### config.mk
export PLATFORM = sky130hd
export DESIGN_NAME = td4_clock_ctrl
export DESIGN_NICKNAME = d
export VERILOG_FILES = /design/src/rtl/td4_clk_pkg.sv /design/src/rtl/td4_debounce.sv /design/src/rtl/td4_clock_ctrl.sv
export SDC_FILE = /design/constraint.sdc
export NUM_CORES = 1
export LEC_CHECK = 0
export BUFFER_PORTS_ARGS = -buffer_cell sky130_fd_sc_hd__buf_2
export CAP_MARGIN = 15
export CORE_ASPECT_RATIO = 1.25
export CORE_MARGIN = 4
export CORE_UTILIZATION = 55
export CTS_CLUSTER_DIAMETER = 200
export DETAILED_ROUTE_END_ITERATION = 10
export PLACE_DENSITY = 0.8
export SLEW_MARGIN = 20
export SYNTH_ARGS = -nofsm -noshare
export SYNTH_HDL_FRONTEND = slang
export SYNTH_SLANG_ARGS = --single-unit
### constraint.sdc
create_clock -name clk -period 2.1 [get_ports clk]
set_clock_uncertainty 0.1 [all_clocks]
set_input_delay 0.21 -clock clk [delete_from_list [all_inputs] [get_ports clk]]
set_output_delay 0.21 -clock clk [all_outputs]
set_load 0.005 [all_outputs]
### src/rtl/td4_clk_pkg.sv
// Shared types and reset levels for the TD4 clock-control stage.
package td4_clk_pkg;
  localparam int STATE_W = 2;

  typedef enum logic [STATE_W-1:0] {
    IDLE     = 2'd0,
    STEP     = 2'd1,
    WAIT_REL = 2'd2,
    RUN      = 2'd3
  } state_t;

  localparam logic BTN_RST_LEVEL = 1'b1;  // released
  localparam logic SW_RST_LEVEL  = 1'b0;
endpackage

### src/rtl/td4_debounce.sv
// Button synchroniser + debouncer; emits a registered pulse one cycle after
// the accepted level falls.
module td4_debounce
  import td4_clk_pkg::*;
#(
  parameter int CNT_W           = 24,
  parameter int DEBOUNCE_CYCLES = 240000
) (
  input  logic clk,
  input  logic reset_n,
  input  logic in_raw,
  output logic level,
  output logic fall_pulse
);
  localparam logic [CNT_W-1:0] CNT_LAST = CNT_W'(DEBOUNCE_CYCLES - 1);

  logic             s1, s2, level_d;
  logic [CNT_W-1:0] cnt;

  always_ff @(posedge clk or negedge reset_n) begin
    if (!reset_n) begin
      s1         <= BTN_RST_LEVEL;
      s2         <= BTN_RST_LEVEL;
      level      <= BTN_RST_LEVEL;
      level_d    <= BTN_RST_LEVEL;
      fall_pulse <= 1'b0;
      cnt        <= '0;
    end else begin
      s1         <= in_raw;
      s2         <= s1;
      level_d    <= level;
      fall_pulse <= level_d & ~level;
      if (s2 == level) begin
        cnt <= '0;
      end else if (cnt >= CNT_LAST) begin
        level <= s2;
        cnt   <= '0;
      end else begin
        cnt <= cnt + 1'b1;
      end
    end
  end
endmodule

### src/rtl/td4_clock_ctrl.sv
// TD4 clock-enable generator: free-run divider or debounced single-step,
// with heartbeat LED and visible FSM state.
module td4_clock_ctrl
  import td4_clk_pkg::*;
#(
  parameter int CNT_W           = 24,
  parameter int DIV_SLOW        = 12000000,
  parameter int DIV_FAST        = 1200000,
  parameter int DEBOUNCE_CYCLES = 240000
) (
  input  logic               clk,
  input  logic               reset_n,
  input  logic               mode_run,
  input  logic               speed_fast,
  input  logic               step_btn_n,
  output logic               tick,
  output logic               tick_led,
  output logic [STATE_W-1:0] state
);
  localparam logic [CNT_W-1:0] SLOW_LAST = CNT_W'(DIV_SLOW - 1);
  localparam logic [CNT_W-1:0] FAST_LAST = CNT_W'(DIV_FAST - 1);

  logic [1:0]       mode_sync, fast_sync;
  logic             mode_run_s, speed_fast_s;
  logic             btn_level, btn_fall;
  state_t           st, st_next;
  logic [CNT_W-1:0] cnt, cnt_next, cnt_last;
  logic             tick_next;

  td4_debounce #(
    .CNT_W          (CNT_W),
    .DEBOUNCE_CYCLES(DEBOUNCE_CYCLES)
  ) u_debounce (
    .clk       (clk),
    .reset_n   (reset_n),
    .in_raw    (step_btn_n),
    .level     (btn_level),
    .fall_pulse(btn_fall)
  );

  always_ff @(posedge clk or negedge reset_n) begin
    if (!reset_n) begin
      mode_sync <= {2{SW_RST_LEVEL}};
      fast_sync <= {2{SW_RST_LEVEL}};
    end else begin
      mode_sync <= {mode_sync[0], mode_run};
      fast_sync <= {fast_sync[0], speed_fast};
    end
  end

  assign mode_run_s   = mode_sync[1];
  assign speed_fast_s = fast_sync[1];
  assign cnt_last     = speed_fast_s ? FAST_LAST : SLOW_LAST;

  // Divider only survives while staying in RUN; every other path clears it.
  always_comb begin
    st_next   = st;
    cnt_next  = '0;
    tick_next = 1'b0;
    case (st)
      IDLE: begin
        if (mode_run_s) begin
          st_next = RUN;
        end else if (btn_fall) begin
          st_next   = STEP;
          tick_next = 1'b1;
        end
      end
      STEP: st_next = WAIT_REL;
      WAIT_REL: begin
        if (mode_run_s)     st_next = RUN;
        else if (btn_level) st_next = IDLE;
      end
      RUN: begin
        if (!mode_run_s) begin
          st_next = btn_level ? IDLE : WAIT_REL;
        end else if (cnt >= cnt_last) begin
          tick_next = 1'b1;
        end else begin
          cnt_next = cnt + 1'b1;
        end
      end
    endcase
  end

  always_ff @(posedge clk or negedge reset_n) begin
    if (!reset_n) begin
      st       <= IDLE;
      cnt      <= '0;
      tick     <= 1'b0;
      tick_led <= 1'b0;
    end else begin
      st       <= st_next;
      cnt      <= cnt_next;
      tick     <= tick_next;
      tick_led <= tick_led ^ tick_next;
    end
  end

  assign state = st;
endmodule

==> flow_metrics.env, run 1 <==
export IMPL_status="complete, but fails checks"
export IMPL_violations="setup timing"
export IMPL_grt_util_met1_pct=23.2
export IMPL_worst_slack_ns=-0.181
export IMPL_initial_core_util_pct=57.3
export IMPL_timing_worst_setup_path_type="reg2reg"
export IMPL_drt_pass1_iter_count=4
export IMPL_utilization_pct=68.8
export IMPL_finalHoldViolCount=0
export IMPL_ys_seq_area_share_pct=51.8
export IMPL_grt_usage_pct=20.9
export IMPL_use_met3_pct=5.13
export IMPL_grt_pass1_wl_microns=10600
export IMPL_cts_root_buffer="clkbuf_8"
export IMPL_hpwl_microns=4050
export IMPL_synth_edf_count=0
export IMPL_route_detailed_drc=0
export IMPL_final_nets=345
export IMPL_n_fill_cell=348
export IMPL_period_share_pct=109
export IMPL_pre_cts_slack_ns=-0.123
export IMPL_min_to="u_debounce.s2"
export IMPL_synth_largest_area_cell="dfrtp_1"
export IMPL_worstSetupStartpointType="flip-flop"
export IMPL_setup_violations=26
export IMPL_ys_ff_latch=61
export IMPL_hold_path_depth=0
export IMPL_busiest_layer="met2"
export IMPL_grt_max_degree=62
export IMPL_drv_cap=0
export IMPL_gp_congestion=0.824
export IMPL_wire_per_inst_microns=16.0
export IMPL_path_clk_slew_ns=0.07
export IMPL_r2r_end="cnt[17]"
export IMPL_synth_top_area_share_pct=48.3
export IMPL_viasPerCell=5.74
export IMPL_synth_area_leaders="dfrtp_1 (48%), xnor2_1 (8.0%), nor2_1 (6.6%)"
export IMPL_p_leak_uw=0.00149
export IMPL_crit_path_end_kind="flip-flop"
export IMPL_cts_max_path_buffers=2
export IMPL_grt_use_met2_pct=35.5
export IMPL_synth_xor_area_share_pct=11.9
export IMPL_drtIter0Drc=98
export IMPL_fp_dieW_microns=73.6
export IMPL_drive_above_1_share_pct=18.8
export IMPL_insertedDiodeCount=0
export IMPL_syn_area_sq_um=2950
export IMPL_async_flop_share_pct=100
export IMPL_ant_nets=0
export IMPL_cts_tree="done"
export IMPL_clkLatencyLatePin_ns=0.34
export IMPL_slew_violations=0
export IMPL_relSlewSlack_pct=63.8
export IMPL_yosys_area_share_simple_pct=21.7
export IMPL_crit_required_ns=2.23
export IMPL_io_buffers=8
export IMPL_whs_ns=0.266
export IMPL_drt_wl_total_microns=6270
export IMPL_gr_total_overflow=0
export IMPL_rsz0062_at_grt="yes"
export IMPL_cts_sinks=61
export IMPL_synth_cells=282
export IMPL_syn2layout_area_growth_pct=19.9
export IMPL_fp_row_count=29
export IMPL_synthAdderAreaFrac_pct=6.35
export IMPL_fmax_mhz=438
export IMPL_max_slew_worst_pin_slew_ns=0.538
export IMPL_cts_buffers=9
export IMPL_r2r_start="fast_sync[1]"
export IMPL_min_path_type="reg2reg"
export IMPL_finalPower_uw=2620
export IMPL_grt_pass1_vias=2292
export IMPL_min_from="u_debounce.s1"
export IMPL_synth_top_family_by_area="simple AND/OR/NAND/NOR gates"
export IMPL_synth_distinct_cells=43
export IMPL_max_vdd_ir_drop_v=0.000986
export IMPL_die_h_microns=89.9
export IMPL_die_area_sq_um=6620
export IMPL_worst_path_max_fanout=12
export IMPL_cts_max_level=3
export IMPL_io_pins=9
export IMPL_core_sq_um=5150
export IMPL_synth_mux_area_share_pct=0.381
export IMPL_fin_setup_tns_ns=-4.25
export IMPL_min_period_ns=2.28
export IMPL_reg2reg_depth=8
export IMPL_synthFlopType="dfrtp_1"
export IMPL_postSynthAreaPerCell_sq_um=10.5
export IMPL_yosysWarnings=0
export IMPL_reg2reg_slack_ns=-0.18
export IMPL_num_vias=2249
export IMPL_worstPathArrival_ns=2.41
export IMPL_antenna_found_initial=0
export IMPL_synth_compound_area_share_pct=5.46
export IMPL_p_per_area_nw_per_um2=740
## layer usage
layer	wire length, microns	part of all wire, %	up-vias
met3	189	3.0	21
met4	221	3.5	0
li1	-	-	1049
met2	3370	54	55
met5	0	0	-
met1	2480	40	1124
## metrics by stage
stage	std cells	area, sq um
floorplan	287	2970
global placement	370	3230
detailed placement	370	3230
CTS	392	3540
global route	392	3540
finish	392	3540
## cells by family after synthesis
kind of cell,count (synthesis)
and+or+nand+nor,129
muxes,1
xor gates and xnor gates,40
AOI/OAI and AO/OA,20
buffers and inverters,15
other,1
adders and majority gates,15
DFF,61
## sequential cells by signal, indices dropped and copies added, names as in the netlist
register	flops
u_debounce.level_d	1
state	2
tick_led	1
u_debounce.s2	1
fast_sync	2
mode_sync	2
tick	1
u_debounce.cnt	24
cnt	24
u_debounce.fall_pulse	1
u_debounce.s1	1
u_debounce.level	1
## repair_timing
action | 4_1_cts | 5_1_grt
pin swaps | 3 | 1
hold buffers | 4 | 0
endpoints found under the setup margin | 26 | 26
buffers inserted | 2 | 0
hold endpoints to repair | 60 | 0
resized for setup | 11 | 1
## report_power, final
part	switching, uW	total [uW]	internal (uW)	leakage (uW)
Combinational	228	418	189	0.000596
Clock	466	926	459	0.0000815
Sequential	49.9	1280	1230	0.000808
## layout make-up
class,count,area [sq um],share of cell area (%)
Clock buffer,11,141,3.99
Timing Repair Buffer,31,264,7.45
Tap cell,62,77.6,2.19
Multi-Input combinational cell,211,1450,40.9
Clock inverter,5,36.3,1.02
Inverter,11,41.3,1.17
Sequential cell,61,1530,43.3
## how the worst max path moves through the flow
| stage | start | end | slack (ns) | cells past startpoint |
|---|---|---|---|---|
| floorplan | fast_sync[1] | cnt[7] | 0.01 | 8 |
| global placement | fast_sync[1] | cnt[23] | -0.04 | 8 |
| detailed placement | fast_sync[1] | tick_led | -0.12 | 7 |
| CTS | fast_sync[1] | cnt[14] | -0.08 | 8 |
| global route | fast_sync[1] | tick_led | -0.25 | 7 |
| finish | fast_sync[1] | cnt[17] | -0.18 | 8 |
## cells in the final DEF, fill, tap and decap left out, types with 6 or more instances in the layout
cell / instances
and3_1: 10
buf_2: 8
buf_4: 15
clkbuf_8: 10
conb_1: 6
dfrtp_1: 56
ha_1: 11
inv_1: 10
nand2_1: 16
nand3_1: 11
nand4_1: 6
nor2_1: 51
nor3_1: 13
nor4_1: 6
xnor2_1: 27
xor2_1: 13
## cells in the mapped netlist (4+ instances only)
library cell  instances
nand2_1              16
xor2_1               13
nand4_1               6
dfstp_2               4
and3_1               10
dfrtp_1              57
nor4_1                6
a21oi_1               4
nor3_1               13
inv_1                11
nor2_1               52
xnor2_1              27
ha_1                 15
and4_1                4
nand3_1              11
## critical path: stages (launching register included)
cell and delay (ns):
dfrtp_2 0.44, inv_2 0.08, ha_4 0.26, nand4bb_1 0.17
or3b_4 0.43, a311o_1 0.34, nand2_2 0.14, buf_12 0.14
nor2_1 0.05
Note: power is estimated with default switching activity, not from simulation.
==> run 2: changes to the inputs <==
Settings changed: RECOVER_POWER from default to 100, SLEW_MARGIN 20 to default.
==> run 2 against run 1 <==
  * The run still ends with setup timing left
  * Flip-flop and latch count stayed put
  * Cell count stayed put
  * Design area is 0.64% lower
  * Clock-buffer cell count stayed put
  * Total power is 0.12% lower
  * Critical endpoint is now cnt[14]
  * Clock power hardly changed
  * Non-clock buffer count stayed put
  * Highest routed layer unchanged
  * Global-route usage stayed put
  * Register-to-register slack hardly changed
  * Via count is 0.76% lower
  * Combinational power is 2% lower
  * Die area stayed put
==> flow_metrics.env, run 2 (synthesis results as in run 1) <==
export IMPL_sw_frac_of_total_pct=28.5
export IMPL_gp_congestion=0.824
export IMPL_status="complete, but fails checks"
export IMPL_min_from="u_debounce.s1"
export IMPL_drt_pass1_iter_count=4
export IMPL_relSlewSlack_pct=2.86
export IMPL_r2r_start="fast_sync[1]"
export IMPL_worstSetupStartpointType="flip-flop"
export IMPL_max_vdd_ir_drop_v=0.000985
export IMPL_finalPower_uw=2620
export IMPL_ant_nets=0
export IMPL_placed_cell_area_sq_um=3230
export IMPL_grt_pass1_vias=2292
export IMPL_seqPwrFrac_pct=48.8
export IMPL_min_path_type="reg2reg"
export IMPL_violations="setup timing"
export IMPL_die_h_microns=89.9
export IMPL_drtIter0Drc=135
export IMPL_clkLatencyLatePin_ns=0.34
export IMPL_drive_above_1_share_pct=17.9
export IMPL_insertedDiodeCount=0
export IMPL_power_frac_comb_pct=15.7
export IMPL_power_frac_clock_pct=35.5
export IMPL_initial_core_util_pct=57.3
export IMPL_io_pins=9
export IMPL_final_nets=345
export IMPL_io_buffers=8
export IMPL_gr_total_overflow=0
export IMPL_min_period_ns=2.28
export IMPL_route_detailed_drc=0
export IMPL_core_sq_um=5150
export IMPL_drt_wl_total_microns=6290
export IMPL_viasPerCell=5.69
export IMPL_grt_max_degree=62
export IMPL_rsz0062_at_grt="yes"
export IMPL_cts_sinks=61
export IMPL_crit_path_end_kind="flip-flop"
export IMPL_hpwl_microns=4050
export IMPL_fp_row_count=29
export IMPL_internal_power_uw=1870
export IMPL_drv_cap=0
export IMPL_finalHoldViolCount=0
export IMPL_power_switching_uw=748
export IMPL_num_vias=2232
export IMPL_cts_root_buffer="clkbuf_8"
export IMPL_path_clk_slew_ns=0.07
export IMPL_antenna_found_initial=0
export IMPL_slew_violations=0
export IMPL_cp_startpoint="fast_sync[1]"
export IMPL_p_leak_uw=0.00147
export IMPL_cts_buffers=9
export IMPL_grt_usage_pct=20.9
export IMPL_grt_pass1_wl_microns=10600
export IMPL_period_share_pct=109
export IMPL_timing_worst_setup_path_type="reg2reg"
export IMPL_fp_dieW_microns=73.6
export IMPL_final_common_cell="dfrtp_1"
export IMPL_wire_per_inst_microns=16.0
export IMPL_worst_slack_ns=-0.181
export IMPL_worst_path_max_fanout=12
export IMPL_setup_violations=26
export IMPL_worstPathArrival_ns=2.41
export IMPL_p_per_area_nw_per_um2=744
export IMPL_crit_required_ns=2.23
export IMPL_final_cell_mix="dfrtp_1 (56), nor2_1 (51), xnor2_1 (27), nand2_1 (16)"
export IMPL_finalInstanceArea_sq_um=3520
export IMPL_cts_max_path_buffers=2
export IMPL_reg_top3="cnt: 24 flops, u_debounce.cnt: 24 flops"
export IMPL_syn2layout_area_growth_pct=19.2
export IMPL_die_area_sq_um=6620
export IMPL_n_fill_cell=353
export IMPL_cts_tree="done"
export IMPL_max_slew_worst_pin_slew_ns=1.46
export IMPL_cts_max_level=3
export IMPL_fmax_mhz=438
==> run 2: cell count changes in the layout (fill, tap and decap cells not counted) <==
cell / change
clkbuf_2: +3
buf_2: -2
buf_4: -2
clkbuf_1: +2
buf_12: -1
dfstp_1: +1
dfstp_2: -1
==> run 2: worst max-delay path: stages (launching register included) <==
cell and delay (ns):
dfrtp_2 0.44, inv_2 0.08, ha_4 0.26, nand4bb_1 0.17
or3b_4 0.43, a311o_1 0.34, nand2_2 0.14, buf_12 0.14
nor2_1 0.05
==> run 2: area by class of cell <==
| class | instances | area, sq um | area share (%) |
|---|---|---|---|
| Clock buffer | 11 | 141 | 4.02 |
| Timing Repair Buffer | 31 | 241 | 6.86 |
| Sequential cell | 61 | 1530 | 43.5 |
| Clock inverter | 5 | 36.3 | 1.03 |
| Tap cell | 62 | 77.6 | 2.20 |
| Inverter | 11 | 41.3 | 1.17 |
| Multi-Input combinational cell | 211 | 1450 | 41.2 |
==> run 2: power by group through the flow <==
stage               sequential [uW]  clock (uW)  combinational [uW]
floorplan                      1290           0                 228
global placement               1290           0                 377
detailed placement             1300           0                 397
CTS                            1280         944                 418
global route                   1280        1010                 452
finish                         1280         929                 411
==> run 2: worst paths after layout <==
check / slack, ns / end / cells past startpoint
setup / recovery: -0.18 / cnt[14] / 8
hold / removal: 0.27 / u_debounce.s2 / 0
setup reg to reg: -0.18 / cnt[14] / 8
hold reg to reg: 0.27 / u_debounce.s2 / 0
max in group asynchronous: 0.20 / fast_sync[1] / 3
min in group asynchronous: 0.74 / u_debounce.cnt[4] / 3
==> run 2: repair_timing <==
item / 4_1_cts / 5_1_grt
endpoints found under the hold margin: 60 / 0
pin swaps: 3 / 1
hold buffers: 4 / 0
buffers inserted: 2 / 0
gates resized for setup: 11 / 1
endpoints found under the setup margin: 26 / 26
==> run 2: per-layer routing <==
metal | routed length, microns | track usage (%)
met3 | 177 | 5.13
met2 | 3370 | 35.5
met4 | 224 | 11.2
met5 | 0 | 0
met1 | 2510 | 23.2
==> run 2: per-stage QoR <==
step / std cells / util [%] / worst slack [ns] / TNS [ns] / hold slack (ns)
after global routing: 392 / 68.3 / -0.250 / -6.11 / 0.269
after detailed placement: 370 / 62.7 / -0.123 / -2.81 / 0.142
after global placement: 370 / 62.7 / -0.0430 / -0.905 / 0.140
after CTS: 392 / 68.7 / -0.0836 / -1.79 / 0.266
final: 392 / 68.3 / -0.181 / -4.26 / 0.266
after floorplan: 287 / - / 0.00956 / 0 / -0.186
==> run 3: changes to the inputs <==
Settings changed: CAP_MARGIN 15 to 20, CELL_PAD_IN_SITES_DETAIL_PLACEMENT from default to 0, CELL_PAD_IN_SITES_GLOBAL_PLACEMENT from default to 2, CORE_UTILIZATION 55 to 37, MAX_ROUTING_LAYER from default to met4.
==> run 3 against run 2 <==
  * Global-route usage down 6.5 points
  * First-iteration DRC count down 46%
  * The flow still finishes with violations (setup timing)
  * Register-to-register slack improved by 0.06 ns
  * Sequential power hardly changed
  * Critical path depth stayed put
  * Non-clock buffer count up 1
  * Worst setup slack improved by 0.059 ns
  * Fmax up 2.7%
  * Largest power group is now the clock network
  * Cell count increased by 8.7%
==> flow_metrics.env, run 3 (synthesis results as in run 1) <==
export IMPL_cts_max_level=3
export IMPL_drt_wl_total_microns=5920
export IMPL_cts_max_path_buffers=2
export IMPL_worst_slack_ns=-0.122
export IMPL_cp_slowest_cell="dfrtp_2"
export IMPL_setup_violations=24
export IMPL_insertedDiodeCount=0
export IMPL_status="complete, but fails checks"
export IMPL_finalPower_uw=3040
export IMPL_fmax_mhz=450
export IMPL_min_period_ns=2.22
export IMPL_initial_core_util_pct=37.9
export IMPL_die_area_sq_um=9490
export IMPL_crit_path_end_kind="flip-flop"
export IMPL_viasPerCell=4.90
export IMPL_violations="setup timing"
export IMPL_finalHoldViolCount=0
export IMPL_crit_required_ns=2.23
export IMPL_p_leak_uw=0.00153
export IMPL_worstSetupStartpointType="flip-flop"
export IMPL_cp_cell_sequence="inv_2 -> ha_4 -> nand4bb_1 -> or3b_1 -> a311o_1 -> nand2_4 -> clkbuf_16 -> nor2_2"
export IMPL_max_vdd_ir_drop_v=0.000550
export IMPL_p_per_area_nw_per_um2=823
export IMPL_final_cell_mix="dfrtp_1 (56), nor2_1 (43), xnor2_1 (27), nand2_1 (16)"
export IMPL_worstPathArrival_ns=2.35
export IMPL_clkLatencyLatePin_ns=0.34
export IMPL_fp_row_count=36
export IMPL_die_h_microns=108
export IMPL_path_buf_inv=2
export IMPL_pre_cts_slack_ns=-0.106
export IMPL_drv_cap=0
export IMPL_reg_top3="cnt: 24 flops, u_debounce.cnt: 24 flops"
export IMPL_io_buffers=8
export IMPL_route_detailed_drc=0
export IMPL_reg2reg_slack_ns=-0.12
export IMPL_gr_total_overflow=0
export IMPL_cts_buffers=9
export IMPL_slew_violations=0
export IMPL_critical_path_max_stage_delay_ns=0.42
export IMPL_placed_cell_area_sq_um=3270
export IMPL_antenna_found_initial=0
export IMPL_core_sq_um=7790
export IMPL_cts_tree="done"
export IMPL_grt_pass1_wl_microns=10100
export IMPL_grt_max_degree=62
export IMPL_max_slew_worst_pin_slew_ns=1.34
export IMPL_relSlewSlack_pct=10.5
export IMPL_num_vias=2086
export IMPL_n_fill_cell=729
export IMPL_path_clk_slew_ns=0.07
export IMPL_gp_congestion=0.750
export IMPL_min_path_type="reg2reg"
export IMPL_cp_top_family="simple AND/OR/NAND/NOR gates"
export IMPL_cts_root_buffer="clkbuf_8"
export IMPL_grt_usage_pct=14.4
export IMPL_final_common_cell="dfrtp_1"
export IMPL_hpwl_microns=3850
export IMPL_io_pins=9
export IMPL_syn2layout_area_growth_pct=24.9
export IMPL_ant_nets=0
export IMPL_drt_pass1_iter_count=4
export IMPL_fp_dieW_microns=87.9
export IMPL_drtIter0Drc=73
export IMPL_cts_sinks=61
export IMPL_whs_ns=0.252
export IMPL_finalInstanceArea_sq_um=3690
export IMPL_seqCellArea_sq_um=1530
export IMPL_final_nets=346
export IMPL_grt_pass1_vias=2195
export IMPL_timing_worst_setup_path_type="reg2reg"
export IMPL_fin_setup_tns_ns=-2.37
export IMPL_worst_path_max_fanout=5
export IMPL_drive_above_1_share_pct=20.2
export IMPL_multiInputGateArea_sq_um=1460
export IMPL_wire_per_inst_microns=13.9
export IMPL_period_share_pct=106
export IMPL_rsz0062_at_grt="yes"
[run 3: cell type report]
| class | instances | share of cell area [%] |
|---|---|---|
| Clock inverter | 6 | 2.98 |
| Tap cell | 95 | 3.22 |
| Inverter | 11 | 1.12 |
| Sequential cell | 61 | 41.5 |
| Multi-Input combinational cell | 211 | 39.6 |
| Timing Repair Buffer | 32 | 7.80 |
| Clock buffer | 10 | 3.73 |
[run 3: final timing paths]
kind,startpoint,end,depth (start not counted)
hold reg to reg,mode_sync[0],mode_sync[1],0
hold / removal,mode_sync[0],mode_sync[1],0
setup reg to reg,fast_sync[1],cnt[20],8
setup / recovery,fast_sync[1],cnt[20],8
max in group asynchronous,reset_n,fast_sync[1],3
min in group asynchronous,reset_n,cnt[7],3
[run 3: per-stage QoR]
stage / utilization (%) / std cells
after global placement: 42.0 / 403
after global routing: 47.4 / 426
final: 47.4 / 426
after CTS: 46.0 / 423
after floorplan: - / 287
after detailed placement: 42.0 / 403
[run 3: power by group]
part	internal (uW)	switching, uW	total, uW
clock	818	483	1300
combinational	226	241	467
sequential	1230	40.8	1270
[run 3: what timing repair did]
action | 4_1_cts | 5_1_grt
setup buffers | 0 | 1
endpoints found under the setup margin | 25 | 26
cloned | 0 | 2
hold buffers | 4 | 0
endpoints found under the hold margin | 60 | 0
pin swaps | 2 | 8
resized for setup | 4 | 17
[run 3: metal layers]
layer	part of all wire, %	vias up	GRT usage [%]
li1	-	1054	-
met4	2.7	0	5.26
met2	51	24	23.8
met1	43	994	16.4
met5	0	-	-
met3	2.5	14	4.44
[run 3: worst register-to-register path, delay by kind of cell (launching register included)]
kind,cells,cell delay (ns)
adder cells (fa/ha/maj),1,0.26
buffers and inverters,2,0.25
flip-flops,1,0.42
AND/OR/NAND/NOR,4,0.75
AO/OA/AOI/OAI,1,0.34
